**config.mk**
```make
export PLATFORM = sky130hd
export DESIGN_NAME = simon_playback_seq
export DESIGN_NICKNAME = d
export VERILOG_FILES = /design/src/rtl/simon_pkg.sv /design/src/rtl/simon_down_timer.sv /design/src/rtl/simon_playback_seq.sv
export SDC_FILE = /design/constraint.sdc
export NUM_CORES = 1
export LEC_CHECK = 0
export CORE_ASPECT_RATIO = 0.8
export CORE_MARGIN = 5
export CORE_UTILIZATION = 45
export CTS_CLUSTER_SIZE = 12
export DETAILED_ROUTE_END_ITERATION = 10
export HOLD_SLACK_MARGIN = 0.02
export PLACE_DENSITY = 0.69
export SETUP_SLACK_MARGIN = 0.3
export SLEW_MARGIN = 30
export SYNTH_ARGS = -nofsm -noshare
export SYNTH_HDL_FRONTEND = slang
export SYNTH_HIERARCHICAL = 1
export SYNTH_SLANG_ARGS = --single-unit
```
**constraint.sdc**
```tcl
create_clock -name clk_i -period 2.4 [get_ports clk_i]
set_input_delay 0.48 -clock clk_i [delete_from_list [all_inputs] [get_ports clk_i]]
set_output_delay 0.48 -clock clk_i [all_outputs]
set_load 0.01 [all_outputs]
```
**src/rtl/simon_pkg.sv**
```systemverilog
// rtl/simon_pkg.sv - shared types and constants for the Simon pattern playback sequencer
package simon_pkg;

  typedef enum logic [2:0] {
    S_IDLE  = 3'd0,
    S_FETCH = 3'd1,
    S_LOAD  = 3'd2,
    S_SHOW  = 3'd3,
    S_GAP   = 3'd4,
    S_DONE  = 3'd5
  } simon_state_e;

  localparam logic [3:0] LED_BLANK = 4'b0000;

  // Timer must hold the larger of the two phase lengths minus one.
  function automatic int timer_width(input int on_cycles, input int off_cycles);
    int m;
    m = (on_cycles > off_cycles) ? on_cycles : off_cycles;
    return (m < 1) ? 1 : $clog2(m + 1);
  endfunction

endpackage

```
**src/rtl/simon_down_timer.sv**
```systemverilog
// rtl/simon_down_timer.sv - loadable down counter that parks at zero
module simon_down_timer #(
  parameter int W = 2
) (
  input  logic         clk_i,
  input  logic         rst_i,
  input  logic         load_i,
  input  logic [W-1:0] load_val_i,
  output logic         zero_o
);

  logic [W-1:0] count_q;
  logic [W-1:0] count_d;

  always_comb begin
    count_d = count_q;
    if (load_i) begin
      count_d = load_val_i;
    end else if (count_q != '0) begin
      count_d = count_q - 1'b1;
    end
  end

  always_ff @(posedge clk_i) begin
    if (rst_i) begin
      count_q <= '0;
    end else begin
      count_q <= count_d;
    end
  end

  assign zero_o = (count_q == '0);

endmodule

```
**src/rtl/simon_playback_seq.sv**
```systemverilog
// rtl/simon_playback_seq.sv - replays stored LED patterns from a synchronous-read memory
// Each pattern: fetch, load, ON_CYCLES lit, OFF_CYCLES blank; done pulses after the last one.
module simon_playback_seq
  import simon_pkg::*;
#(
  parameter int ADDR_W     = 6,
  parameter int ON_CYCLES  = 3,
  parameter int OFF_CYCLES = 2
) (
  input  logic              clk_i,
  input  logic              rst_i,
  input  logic              start_i,
  input  logic              abort_i,
  input  logic [ADDR_W:0]   count_i,
  output logic              rd_en_o,
  output logic [ADDR_W-1:0] rd_addr_o,
  input  logic [3:0]        rd_data_i,
  output logic [3:0]        leds_o,
  output logic              busy_o,
  output logic              done_o
);

  localparam int TMR_W = timer_width(ON_CYCLES, OFF_CYCLES);
  localparam logic [TMR_W-1:0] ON_VAL  = TMR_W'(ON_CYCLES - 1);
  localparam logic [TMR_W-1:0] OFF_VAL = TMR_W'(OFF_CYCLES - 1);

  simon_state_e      state_q;
  logic [ADDR_W:0]   idx_q;
  logic [ADDR_W:0]   cnt_q;
  logic              rd_en_q;
  logic [ADDR_W-1:0] rd_addr_q;
  logic [3:0]        leds_q;
  logic              busy_q;
  logic              done_q;

  logic              tmr_load;
  logic [TMR_W-1:0]  tmr_val;
  logic              tmr_zero;
  logic [ADDR_W:0]   idx_inc;

  assign idx_inc = idx_q + {{ADDR_W{1'b0}}, 1'b1};

  // Same timer serves both phases: ON length loaded in LOAD, OFF length on SHOW exit.
  always_comb begin
    tmr_load = 1'b0;
    tmr_val  = '0;
    if (state_q == S_LOAD) begin
      tmr_load = 1'b1;
      tmr_val  = ON_VAL;
    end else if (state_q == S_SHOW && tmr_zero) begin
      tmr_load = 1'b1;
      tmr_val  = OFF_VAL;
    end
  end

  simon_down_timer #(
    .W(TMR_W)
  ) u_timer (
    .clk_i      (clk_i),
    .rst_i      (rst_i),
    .load_i     (tmr_load),
    .load_val_i (tmr_val),
    .zero_o     (tmr_zero)
  );

  always_ff @(posedge clk_i) begin
    if (rst_i) begin
      state_q   <= S_IDLE;
      idx_q     <= '0;
      cnt_q     <= '0;
      rd_en_q   <= 1'b0;
      rd_addr_q <= '0;
      leds_q    <= LED_BLANK;
      busy_q    <= 1'b0;
      done_q    <= 1'b0;
    end else if (abort_i && state_q != S_IDLE) begin
      state_q   <= S_IDLE;
      rd_en_q   <= 1'b0;
      rd_addr_q <= '0;
      leds_q    <= LED_BLANK;
      busy_q    <= 1'b0;
      done_q    <= 1'b0;
    end else begin
      rd_en_q   <= 1'b0;
      rd_addr_q <= '0;
      done_q    <= 1'b0;
      case (state_q)
        S_IDLE: begin
          if (start_i && !abort_i) begin
            busy_q <= 1'b1;
            if (count_i != '0) begin
              state_q <= S_FETCH;
              idx_q   <= '0;
              cnt_q   <= count_i;
              rd_en_q <= 1'b1;
            end else begin
              state_q <= S_DONE;
              done_q  <= 1'b1;
            end
          end
        end
        S_FETCH: state_q <= S_LOAD;
        S_LOAD: begin
          leds_q  <= rd_data_i;
          state_q <= S_SHOW;
        end
        S_SHOW: begin
          if (tmr_zero) begin
            leds_q  <= LED_BLANK;
            state_q <= S_GAP;
          end
        end
        S_GAP: begin
          if (tmr_zero) begin
            if (idx_inc < cnt_q) begin
              idx_q     <= idx_inc;
              rd_en_q   <= 1'b1;
              rd_addr_q <= idx_inc[ADDR_W-1:0];
              state_q   <= S_FETCH;
            end else begin
              done_q  <= 1'b1;
              state_q <= S_DONE;
            end
          end
        end
        S_DONE: begin
          busy_q  <= 1'b0;
          state_q <= S_IDLE;
        end
        default: begin
          busy_q  <= 1'b0;
          leds_q  <= LED_BLANK;
          state_q <= S_IDLE;
        end
      endcase
    end
  end

  assign rd_en_o   = rd_en_q;
  assign rd_addr_o = rd_addr_q;
  assign leds_o    = leds_q;
  assign busy_o    = busy_q;
  assign done_o    = done_q;

endmodule

```
==> summary.md <==
| Metric | Value |
|---|---|
| Status | finished clean |
| Remaining global-route overflow | 0 |
| Antenna violations before repair | 0 |
| Post-synthesis async set-or-reset flop share | 0 |
| Unrepaired setup endpoints after global routing | yes |
| Met1 usage | 0.209 |
| Die Area | approximately 5000 um^2 |
| Net count after synthesis | between 150 and 200 |
| CP required | around 2.6 ns |
| Mapped cell area | approximately 1600 um^2 |
| Filler Cell Count | approximately 260 |
| Net count, final | around 250 |
| P_leak | between 0.9 and 1 nW |
| Fin. Hold Viols | 0 |
| Gpl congestion | ~0.85 |
| Post-route cell area | approximately 2300 um^2 |
| Pin count of the biggest net entering global routing | 14 |
| Syn Inst Count | approximately 180 |
| CTS tree | done |
| All-layer global routing usage | 0.157 |
| Slew margin rel. | 0.638 |
| Yosys reg bits | 32 |
| IO Port Bufs | 27 |
| Drt wl/cell | about 14 um |
| Buffer depth of the longest clock path | 2 |
| Cell variety after synth | between 40 and 50 |
| Clock group share of total power | 0.292 |
| Seq/Total Area, Yosys | 0.398 |
| Grt peak-use layer | met2 |
| Htree depth | 2 |
| Pint | 1.00 mW |
| Root buf cell | clkbuf_8 |
| Main synth FF type | dfxtp_1 |
| Grt met2 use | 0.247 |
| I/O Pins | 28 |
| # DRC | 0 |
| Final min period | 2.28 ns |
| Core area | roughly 3400 um^2 |
| Critical Path AT | between 2 and 3 ns |
| CTS buffer count | 5 |
| Fmax | around 440 MHz |
| Max Transition Viols Final | 0 |
| Row cnt | 19 |
| Setup TNS Final | 0 ns |
| Global-route wire length before repair | between 6000 and 7000 um |
| # diodes | 0 |
| P_sw | around 440 uW |
| Comb power frac | 0.289 |
| Post-route ant nets | 0 |
| Clk Latency, worst-skew pair | ~0.28 ns |
| Final WL | approximately 3700 um |
| Type of the worst min-delay path | register to register |
| Placed cell area | about 2000 um^2 |
| Mean number of vias per cell | about 5.2 |
| Via count | around 1400 |
| Power after layout | approximately 1.4 mW |
| Drt pass-1 iters | 5 |
| Worst-Margin Slew | approximately 0.54 ns |
| 1st-iter DRT viols | 160 |
| Net Sw Frac | 0.303 |
| Area delta synth->final | 41.9% |
| Post-synthesis area per instance | just over 9 um^2 |
| Multi-input logic area | 1010 um^2 |
| Startpoint Class | register |
| Reg area | 649 um^2 |
| Die width | approximately 77 um |
| Yosys warns | 6 |
| Setup crit end kind | register |
| Chip Height | around 63 um |
| Max Cap Viol | 0 |
| Clock Skew | 0.00404 ns |
| PD cells | approximately 630 nW/um^2 |
| Post-DP HPWL | 2740 um |
| Vias in the first global route | roughly 1400 |
| Initial core utilization | 0.467 |
| Met3 Usage GRT | 0.0427 |
| Share of layout cells above drive strength 1 | 0.261 |
| # clock sinks | 32 |
| VDD IR max | between 300 and 400 uV |
| Final Util | 0.662 |
| CP Max Fanout | 5 |
| Type of the worst setup path | register to register |
| Final setup fails | 0 |
| Part of the cycle the worst path needs | 0.951 |
| Worst-path clk slew | 0.06 ns |
| Number of synthesized flops with an enable pin | 0 |
| Seq pwr share | 0.419 |
critical path, stage by stage (launching register included):
cell and delay, ns:
dfxtp_4 0.37, ha_4 0.16, xor2_2 0.22, ha_1 0.29
a21oi_1 0.13, o21ai_0 0.18, a2111o_1 0.59, nor2_2 0.19
a31o_4 0.10
final cells by class:
class                   count  share of cell area
multi-input cells         126               0.441
repair buffers             47               0.191
well taps                  42              0.0230
clock buffers               8              0.0395
flip-flops and latches     32               0.284
inverters                  13              0.0214
sequential cells by signal, indices dropped and copies added, names as in the netlist:
| signal | count |
|---|---|
| busy_o | 1 |
| u_timer/count_q | 2 |
| done_o | 1 |
| state_q | 3 |
| idx_q | 7 |
| leds_o | 4 |
| rd_addr_o | 6 |
| cnt_q | 7 |
| rd_en_o | 1 |
cell families (layout without fill, tap and decap cells):
logic type | count (synthesis) | in the layout | share of synthesized area
adder cells (fa/ha/maj) | 8 | 8 | 0.0622
multiplexers | 11 | 11 | 0.0715
buffers and inverters | 17 | 68 | 0.0451
AO/OA/AOI/OAI | 32 | 32 | 0.160
flip-flops | 32 | 32 | 0.398
XOR/XNOR | 7 | 7 | 0.0381
AND/OR/NAND/NOR | 68 | 68 | 0.225
Yosys cell counts (2+ instances only):
| library cell | number | area, um^2 |
|---|---|---|
| inv_1 | 11 | 41.3 |
| nand3b_1 | 2 | 15.0 |
| mux2i_1 | 10 | 100 |
| a21oi_1 | 7 | 35.0 |
| a22oi_1 | 4 | 30.0 |
| nor2b_1 | 7 | 43.8 |
| ha_1 | 8 | 100 |
| dfxtp_1 | 32 | 641 |
| clkinv_1 | 2 | 7.51 |
| nor2_1 | 20 | 75.1 |
| nor3_1 | 6 | 30.0 |
| nand2_1 | 18 | 67.6 |
| buf_4 | 2 | 15.0 |
| o21ai_0 | 3 | 15.0 |
| xor2_1 | 6 | 52.6 |
| nor3b_1 | 2 | 15.0 |
| nand3_1 | 4 | 20.0 |
| a31o_2 | 4 | 35.0 |
| a2bb2oi_1 | 2 | 17.5 |
per-layer routing:
metal  wire [um]  share of wire
met5           0              0
met4          34         0.0091
met3         165          0.044
met2        1670           0.45
met1        1850           0.50
final timing paths:
kind,start,to,slack (ns),depth (start not counted)
hold / removal,idx_q[5],idx_q[5],0.49,2
setup / recovery,idx_q[1],idx_q[0],0.12,8
hold reg to reg,idx_q[5],idx_q[5],0.49,2
setup reg to reg,idx_q[1],idx_q[0],0.12,8
placed cells by master (no fill, tap or decap), types with 3 or more instances in the layout:
cell type        instances
nor3_1                   5
inv_1                   10
ha_1                     7
dfxtp_1                 29
a21oi_1                  5
nand2_1                 18
nor2_2                   3
clkdlybuf4s50_1         24
a31o_4                   3
a22oi_1                  4
clkbuf_8                 6
nand3_1                  3
xor2_1                   4
nor2b_1                  5
buf_4                   18
nor2_1                  17
mux2i_1                 10
dlymetal6s2s_1           3
metrics by stage:
| stage | hold slack (ns) | worst slack [ns] | std cells |
|---|---|---|---|
| final | 0.489 | 0.117 | 268 |
| after global routing | 0.524 | -0.0233 | 268 |
| after CTS | 0.492 | 0.105 | 263 |
| after detailed placement | 0.484 | -0.0537 | 250 |
| after global placement | 0.458 | 0.0377 | 250 |
| after floorplan | 0.450 | 0.231 | 175 |
power groups by stage:
| stage | clock (mW) | combinational [mW] | sequential, mW |
|---|---|---|---|
| after floorplan | 0 | 0.260 | 0.614 |
| after global placement | 0 | 0.378 | 0.613 |
| after detailed placement | 0 | 0.392 | 0.615 |
| after CTS | 0.435 | 0.405 | 0.602 |
| after global routing | 0.457 | 0.455 | 0.609 |
| final | 0.419 | 0.416 | 0.603 |
repair_timing:
item,in CTS,in global routing
setup endpoints to repair,22,20
pin swaps,10,5
resized for setup,16,10
cloned,0,0
hold buffers,0,0
buffers inserted,5,5
Power figures use the tool's default switching activity.
